`config.mk`:
```
export PLATFORM = sky130hd
export DESIGN_NAME = pwm_multi_ctrl
export DESIGN_NICKNAME = d
export VERILOG_FILES = /design/src/rtl/pwm_multi_ctrl.sv
export SDC_FILE = /design/constraint.sdc
export NUM_CORES = 1
export LEC_CHECK = 0
export BUFFER_PORTS_ARGS = -buffer_cell sky130_fd_sc_hd__buf_4
export CAP_MARGIN = 30
export CORE_ASPECT_RATIO = 1.75
export CORE_MARGIN = 3
export CORE_UTILIZATION = 45
export CTS_CLUSTER_SIZE = 40
export DETAILED_ROUTE_END_ITERATION = 8
export PLACE_DENSITY_LB_ADDON = 0.1
export SLEW_MARGIN = 20
export SYNTH_ARGS = -nofsm -noshare
export SYNTH_HDL_FRONTEND = slang
export SYNTH_SLANG_ARGS = --single-unit
```
`constraint.sdc`:
```
create_clock -name CLK -period 11.3 [get_ports CLK]
set_input_delay 2.26 -clock CLK [delete_from_list [all_inputs] [get_ports CLK]]
set_output_delay 2.26 -clock CLK [all_outputs]
set_load 0.005 [all_outputs]
```
`src/rtl/pwm_multi_ctrl.sv`:
```
// Multi-channel PWM generator with shadowed period/duty/control registers,
// edge- or center-aligned counting and per-channel output inversion.

module pwm_multi_ctrl_lane #(
  parameter int W = 28
) (
  input  logic         clk,
  input  logic         rst,
  input  logic         we,
  input  logic [W-1:0] wdata,
  input  logic         load,
  input  logic         run,
  input  logic         inv,
  input  logic [W-1:0] cnt,
  output logic         pwm
);
  logic [W-1:0] duty_pend_q, duty_pend_d;
  logic [W-1:0] duty_q, duty_d;
  logic         pwm_q, pwm_d;

  always_comb begin
    duty_pend_d = we ? wdata : duty_pend_q;
    duty_d      = load ? duty_pend_q : duty_q;
    pwm_d       = run ? ((cnt < duty_q) ^ inv) : inv;
  end

  always_ff @(posedge clk) begin
    if (rst) begin
      duty_pend_q <= '0;
      duty_q      <= '0;
      pwm_q       <= 1'b0;
    end else begin
      duty_pend_q <= duty_pend_d;
      duty_q      <= duty_d;
      pwm_q       <= pwm_d;
    end
  end

  assign pwm = pwm_q;
endmodule

module pwm_multi_ctrl #(
  parameter int CH = 4,
  parameter int W  = 28,
  parameter int AW = 4
) (
  input  logic          CLK,
  input  logic          RST,
  input  logic          CFG_WE,
  input  logic [AW-1:0] CFG_ADDR,
  input  logic [W-1:0]  CFG_WDATA,
  output logic [CH-1:0] PWM_OUT,
  output logic          PERIOD_END
);
  logic [W-1:0]    period_q, period_d, per_act_q, per_act_d, cnt_q, cnt_d;
  logic [CH+1:0]   ctrl_q, ctrl_d;
  logic [CH-1:0]   inv_q, inv_d, lane_we;
  logic            mode_q, mode_d, down_q, down_d, pe_q, pe_d;
  logic            run, at_top, boundary, load;

  // run is false while disabled or with a degenerate period (P < 2)
  assign run      = ctrl_q[0] && (per_act_q > W'(1));
  assign at_top   = (cnt_q == per_act_q - W'(1));
  assign boundary = run && (mode_q ? (down_q && cnt_q == '0) : at_top);
  assign load     = !run || boundary;

  always_comb begin
    period_d  = period_q;
    ctrl_d    = ctrl_q;
    if (CFG_WE && CFG_ADDR == AW'(0)) period_d = CFG_WDATA;
    if (CFG_WE && CFG_ADDR == AW'(1)) ctrl_d   = CFG_WDATA[CH+1:0];
    per_act_d = load ? period_q      : per_act_q;
    mode_d    = load ? ctrl_q[1]     : mode_q;
    inv_d     = load ? ctrl_q[CH+1:2] : inv_q;
    pe_d      = boundary;
    cnt_d     = '0;
    down_d    = 1'b0;
    if (run) begin
      if (!mode_q) begin
        cnt_d = at_top ? '0 : cnt_q + W'(1);
      end else if (!down_q) begin
        if (at_top) begin
          cnt_d  = cnt_q - W'(1);
          down_d = 1'b1;
        end else begin
          cnt_d  = cnt_q + W'(1);
        end
      end else if (cnt_q == '0) begin
        cnt_d = W'(1);
      end else begin
        cnt_d  = cnt_q - W'(1);
        down_d = 1'b1;
      end
      // mode switch or a newly degenerate period restarts from 0 counting up
      if (boundary && (ctrl_q[1] != mode_q || period_q < W'(2))) begin
        cnt_d  = '0;
        down_d = 1'b0;
      end
    end
  end

  always_ff @(posedge CLK) begin
    if (RST) begin
      period_q  <= '0;
      ctrl_q    <= '0;
      per_act_q <= '0;
      mode_q    <= 1'b0;
      inv_q     <= '0;
      cnt_q     <= '0;
      down_q    <= 1'b0;
      pe_q      <= 1'b0;
    end else begin
      period_q  <= period_d;
      ctrl_q    <= ctrl_d;
      per_act_q <= per_act_d;
      mode_q    <= mode_d;
      inv_q     <= inv_d;
      cnt_q     <= cnt_d;
      down_q    <= down_d;
      pe_q      <= pe_d;
    end
  end

  genvar g;
  generate
    for (g = 0; g < CH; g++) begin : g_lane
      assign lane_we[g] = CFG_WE && (CFG_ADDR == AW'(g + 2));
      pwm_multi_ctrl_lane #(.W(W)) u_lane (
        .clk   (CLK),
        .rst   (RST),
        .we    (lane_we[g]),
        .wdata (CFG_WDATA),
        .load  (load),
        .run   (run),
        .inv   (inv_q[g]),
        .cnt   (cnt_q),
        .pwm   (PWM_OUT[g])
      );
    end
  endgenerate

  assign PERIOD_END = pe_q;
endmodule

```
# Word-level counts from Yosys, hierarchy flattened
# Index checks and enable logic that the tools add are counted.
dict set report totals {
  out_inout_bits 5
  wordCells 72
  inputBits 35
  register_bits 325
  ramBits 0
  rom_bits 0
  mem_count 0
  latchBits 0
}
dict set report op_classes {
  n_lt_le_gt_ge 6
  reduce_logical 17
  n_mul 0
  n_shift 0
  n_bitwise 6
  eq_ne 7
  div 0
  addsub 3
  mux 13
}
# cell count
set ops {}
lappend ops {{2-to-1 mux 28 bit} 5}
lappend ops {{less-than comparator 28 bit} 4}
lappend ops {{subtractor 28 x 1 -> 28 bit (second input constant)} 2}
lappend ops {{adder 28 x 1 -> 28 bit (second input constant)} 1}
lappend ops {{equality test 28 bit} 1}
lappend ops {{greater-than comparator 28 x 1 -> 1 bit (second input constant)} 1}
lappend ops {{logical NOT 28 bit} 1}
lappend ops {{less-than comparator 28 x 2 -> 1 bit (second input constant)} 1}
lappend ops {{logical AND 1 bit} 10}
lappend ops {{equality test 4 x 2 -> 1 bit (second input constant)} 2}
lappend ops {{equality test 4 x 3 -> 1 bit (second input constant)} 2}
lappend ops {{2-to-1 mux 1 bit} 8}
lappend ops {{equality test 4 x 1 -> 1 bit (second input constant)} 1}
lappend ops {{logical NOT 4 bit} 1}
lappend ops {{OR reduction 4 bit} 1}
lappend ops {{XOR 1 bit} 4}
lappend ops {{OR reduction 3 bit} 1}
lappend ops {{logical OR 1 bit} 2}
lappend ops {{NOT 1 bit} 2}
lappend ops {{logical NOT 1 bit} 1}
lappend ops {{inequality test 1 bit} 1}

# Logic depth before layout (Yosys ltp)
dict set report logic_depth {
  word_depth 6
  mapped_depth 15
  depth_no_buf 11
}

# Hierarchy
# A second synthesis with hierarchy kept.
dict set report hier_totals {
  cells_unflattened 1897
  area_unflattened_um2 16842.4
}
# module area_each_um2 cells_each n_inst
set by_module_without_submodules {}
lappend by_module_without_submodules {pwm_multi_ctrl_lane 2721.4 287 4}
lappend by_module_without_submodules {pwm_multi_ctrl 5957.0 749 1}

# Least setup slack after synthesis
# Ideal clock, no wire load.
dict set report synth_path {
  kind {input to register}
  start {input port CFG_ADDR[2]}
  end {register g_lane[0].u_lane.duty_pend_q[10]}
  path_buffers 2
  stages 7
  setup_slack_ns 7.608
  arrival_time_ns 3.560
  cell_sequence {nor3b_1 > nand2_1 > or2_2 > clkbuf_1 > clkbuf_1 > nand2_1 > a21oi_1}
}
dict set report synth_via {
  elab_chain_len 2
}
# item line
set synth_lines {}
lappend synth_lines {{start, declared} 50} ;# input logic [AW-1:0] CFG_ADDR,
lappend synth_lines {{equality test 4 x 2 -> 1 bit} 127} ;# assign lane_we[g] = CFG_WE && (CFG_ADDR == AW'(g + 2));
lappend synth_lines {{logical AND 1 bit} 127}
lappend synth_lines {{end signal, assigned} 33} ;# duty_pend_q <= duty_pend_d;
lappend synth_lines {{end, declared} 17} ;# logic [W-1:0] duty_pend_q, duty_pend_d;
# Every way passes these cells.
# A chain may end at the register's enable or synchronous reset.

# Final worst setup path
dict set report layout_path {
  start {register cnt_q[0]}
  end {register inv_q[3]}
}
dict set report layout_via {
  elab_chain_len 5
}
# item line
set layout_lines {}
lappend layout_lines {{start, declared} 55} ;# logic [W-1:0] period_q, period_d, per_act_q, per_act_d, cnt_q, cnt_d;
lappend layout_lines {{start signal, assigned} 118} ;# cnt_q <= cnt_d;
lappend layout_lines {{logical NOT 28 bit} 64} ;# assign boundary = run && (mode_q ? (down_q && cnt_q == '0) : at_top);
lappend layout_lines {{logical AND 1 bit} 64}
lappend layout_lines {{2-to-1 mux 1 bit *} 64}
lappend layout_lines {{logical AND 1 bit *} 64}
lappend layout_lines {{logical OR 1 bit *} 65} ;# assign load = !run || boundary;
lappend layout_lines {{end signal, assigned} 117} ;# inv_q <= inv_d;
lappend layout_lines {{end, declared} 57} ;# logic [CH-1:0] inv_q, inv_d, lane_we;
# Every way passes the cells marked *; elsewhere a longest branch is shown, timed or not.

==> impl_summary.txt <==
----------------------------------------------------
[Worst setup path]
  Critical path capture point ... inv_q[3]
  Setup CP Type ... flip-flop to flip-flop
  Worst Setup End Kind ... flip-flop
  End of the worst register-to-register path ... inv_q[3]
  Crit path launch ... cnt_q[0]
  Startpoint kind of the worst setup timing path ... flip-flop
  Crit path required time ... 11.79 ns
  Worst flop-to-flop path startpoint ... cnt_q[0]
  Arr. time, crit path ... 5.29 ns
  Depth of the worst register-to-register path ... 13
  R2r setup slk ... 6.50 ns
  Crit path max fanout ... 59

[Yosys]
  Post-synth EDFFs ... 0
  Gate count of the mapped netlist ... 2133
  Average footprint of a synthesized cell ... 7.60 µm²
  Ys Warns ... 0
  Most used DFF post-synth ... sky130_fd_sc_hd__dfxtp_1
  Sequential cell area fraction in the yosys report ... 0.402
  Cell variety after synth ... 66
  Number of flip-flops and latches in the synthesized netlist ... 325
  Cell Area, Synth ... 16200 µm²
  Post-synthesis net count ... 2280
  Synth async-reset ratio ... 0

[Layout]
  # fillers ... 3620
  Post-synthesis to final-layout area growth ... 10.3%
  Commonest non-fill, non-tap cells in the layout ... sky130_fd_sc_hd__nand2_1, sky130_fd_sc_hd__dfxtp_1, sky130_fd_sc_hd__a21oi_1
  Share of final-layout standard cells stronger than drive strength 1 ... 0.0669
  Total Nets Final ... 2247
  Leading cell type in the layout, fill and taps excluded ... sky130_fd_sc_hd__nand2_1

[Die]
  Core region area ... 35400 µm²
  I/O pin count ... 40
  Chip Width ... 149 µm
  Placement row count ... 91
  Full die area ... 38400 µm²
  Initial core utilization ... 0.458
  Vert. Die Dim ... 257 µm

[Clock tree]
  Clock root buffer ... sky130_fd_sc_hd__clkbuf_16
  Clock-pin transition on the worst setup and hold timing paths ... 0.07 ns
  Total clock sinks ... 325
  TritonCTS clock tree ... built
  # Post-CTS Setup Buffers ... 0
  Bufs on Longest Clock Path ... 3
  Worst skew pair latency ... 0.58 ns
  CTS HTree Levels ... 1
  CTS resizes ... 0
  CTS hold repair buffers ... 0
  Number of clock buffers inserted by TritonCTS ... 31

[GRT]
  Global router's overall resource usage ... 0.246
  Peak-usage layer in the global routing report ... met2
  Initial antenna violation count ... 0
  GR Util met3 ... 0.0218
  Gr ovfl total ... 0
  Pin count of the biggest net entering global routing ... 135
  Wire length of the first global-routing pass ... 75600 µm
  Vias in the first global route ... 13.8k
  Fraction of met1 tracks used by global routing ... 0.305
  M2 GR Usage ... 0.441

[Detailed routing]
  Number of design rule violations left after detail routing ... 0
  Detailed-router iteration count before antenna repair ... 5
  Vias after detailed routing ... 14.3k
  Number of DRC markers in iteration 0 ... 841
  Vias per cell ... 5.54
  Detail-routed net length per standard cell ... 18.5 µm
  Detail Route Antenna Nets ... 0
  Final routed wirelength across all metal layers ... 47800 µm

[STA]
  Final number of hold-violating endpoints ... 0
  Peak clock frequency supported by timing ... 208 MHz
  Final worst-path cycle share ... 0.425
  Worst Setup Slack, final ... 6.50 ns
  Final setup violation count ... 0
  Setup repair after global routing missed its margin ... no
  Pin slew with the least headroom to its limit ... 0.956 ns
  Number of max-slew violations in the final report ... 0
  Worst max-slew margin expressed relative to the limit ... 0.363
  Summed negative setup slack over all endpoints ... 0 ns
  Min Tclk post-route ... 4.80 ns
  Worst Skew ... 0.0112 ns

[Outcome]
  Outcome ... finished clean

[Placed design]
  Placement-stage worst setup slack ... 6.45 ns
  Gpl congestion ... 0.879
  PortBufs ... 39
  Placed wire-length estimate after detailed placement ... 32900 µm

[Flow run]
  Max_cap viols ... 0

[Worst hold path]
  Hold Crit Class ... flip-flop to flip-flop

[Power]
  Maximum resistive drop on vdd ... 0.126 mV
  Total power per unit cell area ... 129 nW/µm²
  Static power due to leakage ... 6.55 nW

----------------------------------------------------
==> how the worst min path moves through the flow <==
stage / from / endpoint / cells after the start / slack, ns
finish: g_lane[2].u_lane.duty_q[7] / g_lane[2].u_lane.duty_q[7] / 2 / 0.45
global route: g_lane[0].u_lane.duty_pend_q[17] / g_lane[0].u_lane.duty_q[17] / 2 / 0.47
floorplan: g_lane[0].u_lane.duty_q[10] / g_lane[0].u_lane.duty_q[10] / 2 / 0.43
global placement: g_lane[1].u_lane.duty_pend_q[9] / g_lane[1].u_lane.duty_q[9] / 2 / 0.44
CTS: g_lane[2].u_lane.duty_q[24] / g_lane[2].u_lane.duty_q[24] / 2 / 0.45
detailed placement: g_lane[2].u_lane.duty_q[24] / g_lane[2].u_lane.duty_q[24] / 2 / 0.44
==> power breakdown <==
part / switching (mW) / internal (mW) / total [mW]
Combinational: 0.0711 / 0.0329 / 0.104
Sequential: 0.00654 / 1.16 / 1.16
Clock: 0.453 / 0.587 / 1.04
Total: 0.531 / 1.78 / 2.31
==> cells in the mapped netlist, types with 4 or more instances <==
library cell               number  area (µm²)
sky130_fd_sc_hd__inv_1        128         480
sky130_fd_sc_hd__clkbuf_1     113         424
sky130_fd_sc_hd__and3_1        11        68.8
sky130_fd_sc_hd__nor3b_1        6        45.0
sky130_fd_sc_hd__a21o_1        34         255
sky130_fd_sc_hd__buf_4          6        45.0
sky130_fd_sc_hd__mux2i_1        8        80.1
sky130_fd_sc_hd__o31ai_1       11        82.6
sky130_fd_sc_hd__xnor2_1       31         272
sky130_fd_sc_hd__a31oi_1        5        31.3
sky130_fd_sc_hd__o21ai_1        4        20.0
sky130_fd_sc_hd__nor3_1        35         175
sky130_fd_sc_hd__a21oi_1      320        1600
sky130_fd_sc_hd__nand4_1       33         206
sky130_fd_sc_hd__or2_2          7        43.8
sky130_fd_sc_hd__nor2b_1       11        68.8
sky130_fd_sc_hd__or3_1         18         113
sky130_fd_sc_hd__dfxtp_1      325        6510
sky130_fd_sc_hd__a211oi_1      16         120
sky130_fd_sc_hd__nor4_1        23         144
sky130_fd_sc_hd__o21ai_0       37         185
sky130_fd_sc_hd__buf_2         11        55.1
sky130_fd_sc_hd__nand3_1       15        75.1
sky130_fd_sc_hd__nor2_1        58         218
sky130_fd_sc_hd__or4_1         18         135
sky130_fd_sc_hd__nand2b_1      22         138
sky130_fd_sc_hd__a311oi_1      13         114
sky130_fd_sc_hd__nand2_1      606        2270
sky130_fd_sc_hd__ha_1         112        1400
sky130_fd_sc_hd__a221oi_1      16         140
sky130_fd_sc_hd__o211ai_1       9        67.6
sky130_fd_sc_hd__xor2_1         8        70.1
sky130_fd_sc_hd__and2_1         5        31.3
==> through the flow <==
step | power [mW] | area [µm²] | utilization | hold WS (ns) | std cells
6_report | 2.31 | 17900 | 0.505 | 0.450 | 2589
5_1_grt | 2.38 | 17900 | 0.505 | 0.466 | 2588
4_1_cts | 2.33 | 17800 | 0.504 | 0.452 | 2586
3_5_place_dp | 1.29 | 16800 | 0.475 | 0.443 | 2530
3_3_place_gp | 1.29 | 16800 | 0.473 | 0.438 | 2526
2_1_floorplan | 1.24 | 16200 | - | 0.432 | 2133
==> cell families after synthesis <==
kind of cell	after synthesis	synth area share
AOI/OAI and AO/OA	499	0.180
xor gates and xnor gates	39	0.0211
adders and majority gates	112	0.0865
buffers and inverters	264	0.0644
DFF	325	0.402
muxes	9	0.00564
and+or+nand+nor	885	0.241
==> flip-flops by register name, summed over array words and instances (netlist names) <==
name and cells:
g_lane.u_lane.duty_pend_q 112, ctrl_q 6, cnt_q 28, per_act_q 28
period_q 28, mode_q 1, g_lane.u_lane.duty_q 112, PERIOD_END 1
inv_q 4, down_q 1, g_lane.u_lane.pwm 4
==> worst max-delay path, stage by stage, from the launching register on <==
cell and delay (ns):
sky130_fd_sc_hd__dfxtp_1 0.45, sky130_fd_sc_hd__inv_1 0.16, sky130_fd_sc_hd__ha_1 0.21, sky130_fd_sc_hd__nor3b_1 0.30
sky130_fd_sc_hd__nand4_1 0.30, sky130_fd_sc_hd__or4_1 0.61, sky130_fd_sc_hd__or3_1 0.43, sky130_fd_sc_hd__or2_1 0.30
sky130_fd_sc_hd__nor2_1 0.33, sky130_fd_sc_hd__a211o_4 0.54, sky130_fd_sc_hd__buf_4 0.49, sky130_fd_sc_hd__buf_16 0.32
sky130_fd_sc_hd__nand2_1 0.09, sky130_fd_sc_hd__a21oi_1 0.16
==> layer usage <==
metal / wire length (µm) / up-vias / share of wire
met5: 0 / - / 0
met4: 1760 / 0 / 0.037
met3: 1860 / 88 / 0.039
met2: 24500 / 277 / 0.51
met1: 19700 / 6812 / 0.41
li1: - / 7168 / -
==> cell type report <==
type / instances / area (µm²) / area share
multi-input cells: 1544 / 8700 / 0.487
flip-flops and latches: 325 / 6510 / 0.364
clock buffers: 49 / 933 / 0.0522
repair buffers: 70 / 598 / 0.0335
well taps: 465 / 582 / 0.0325
inverters: 128 / 480 / 0.0269
clock inverters: 7 / 71.3 / 0.00399
diodes: 1 / 2.50 / 0.000140
Note: power is estimated with default switching activity, not from simulation.
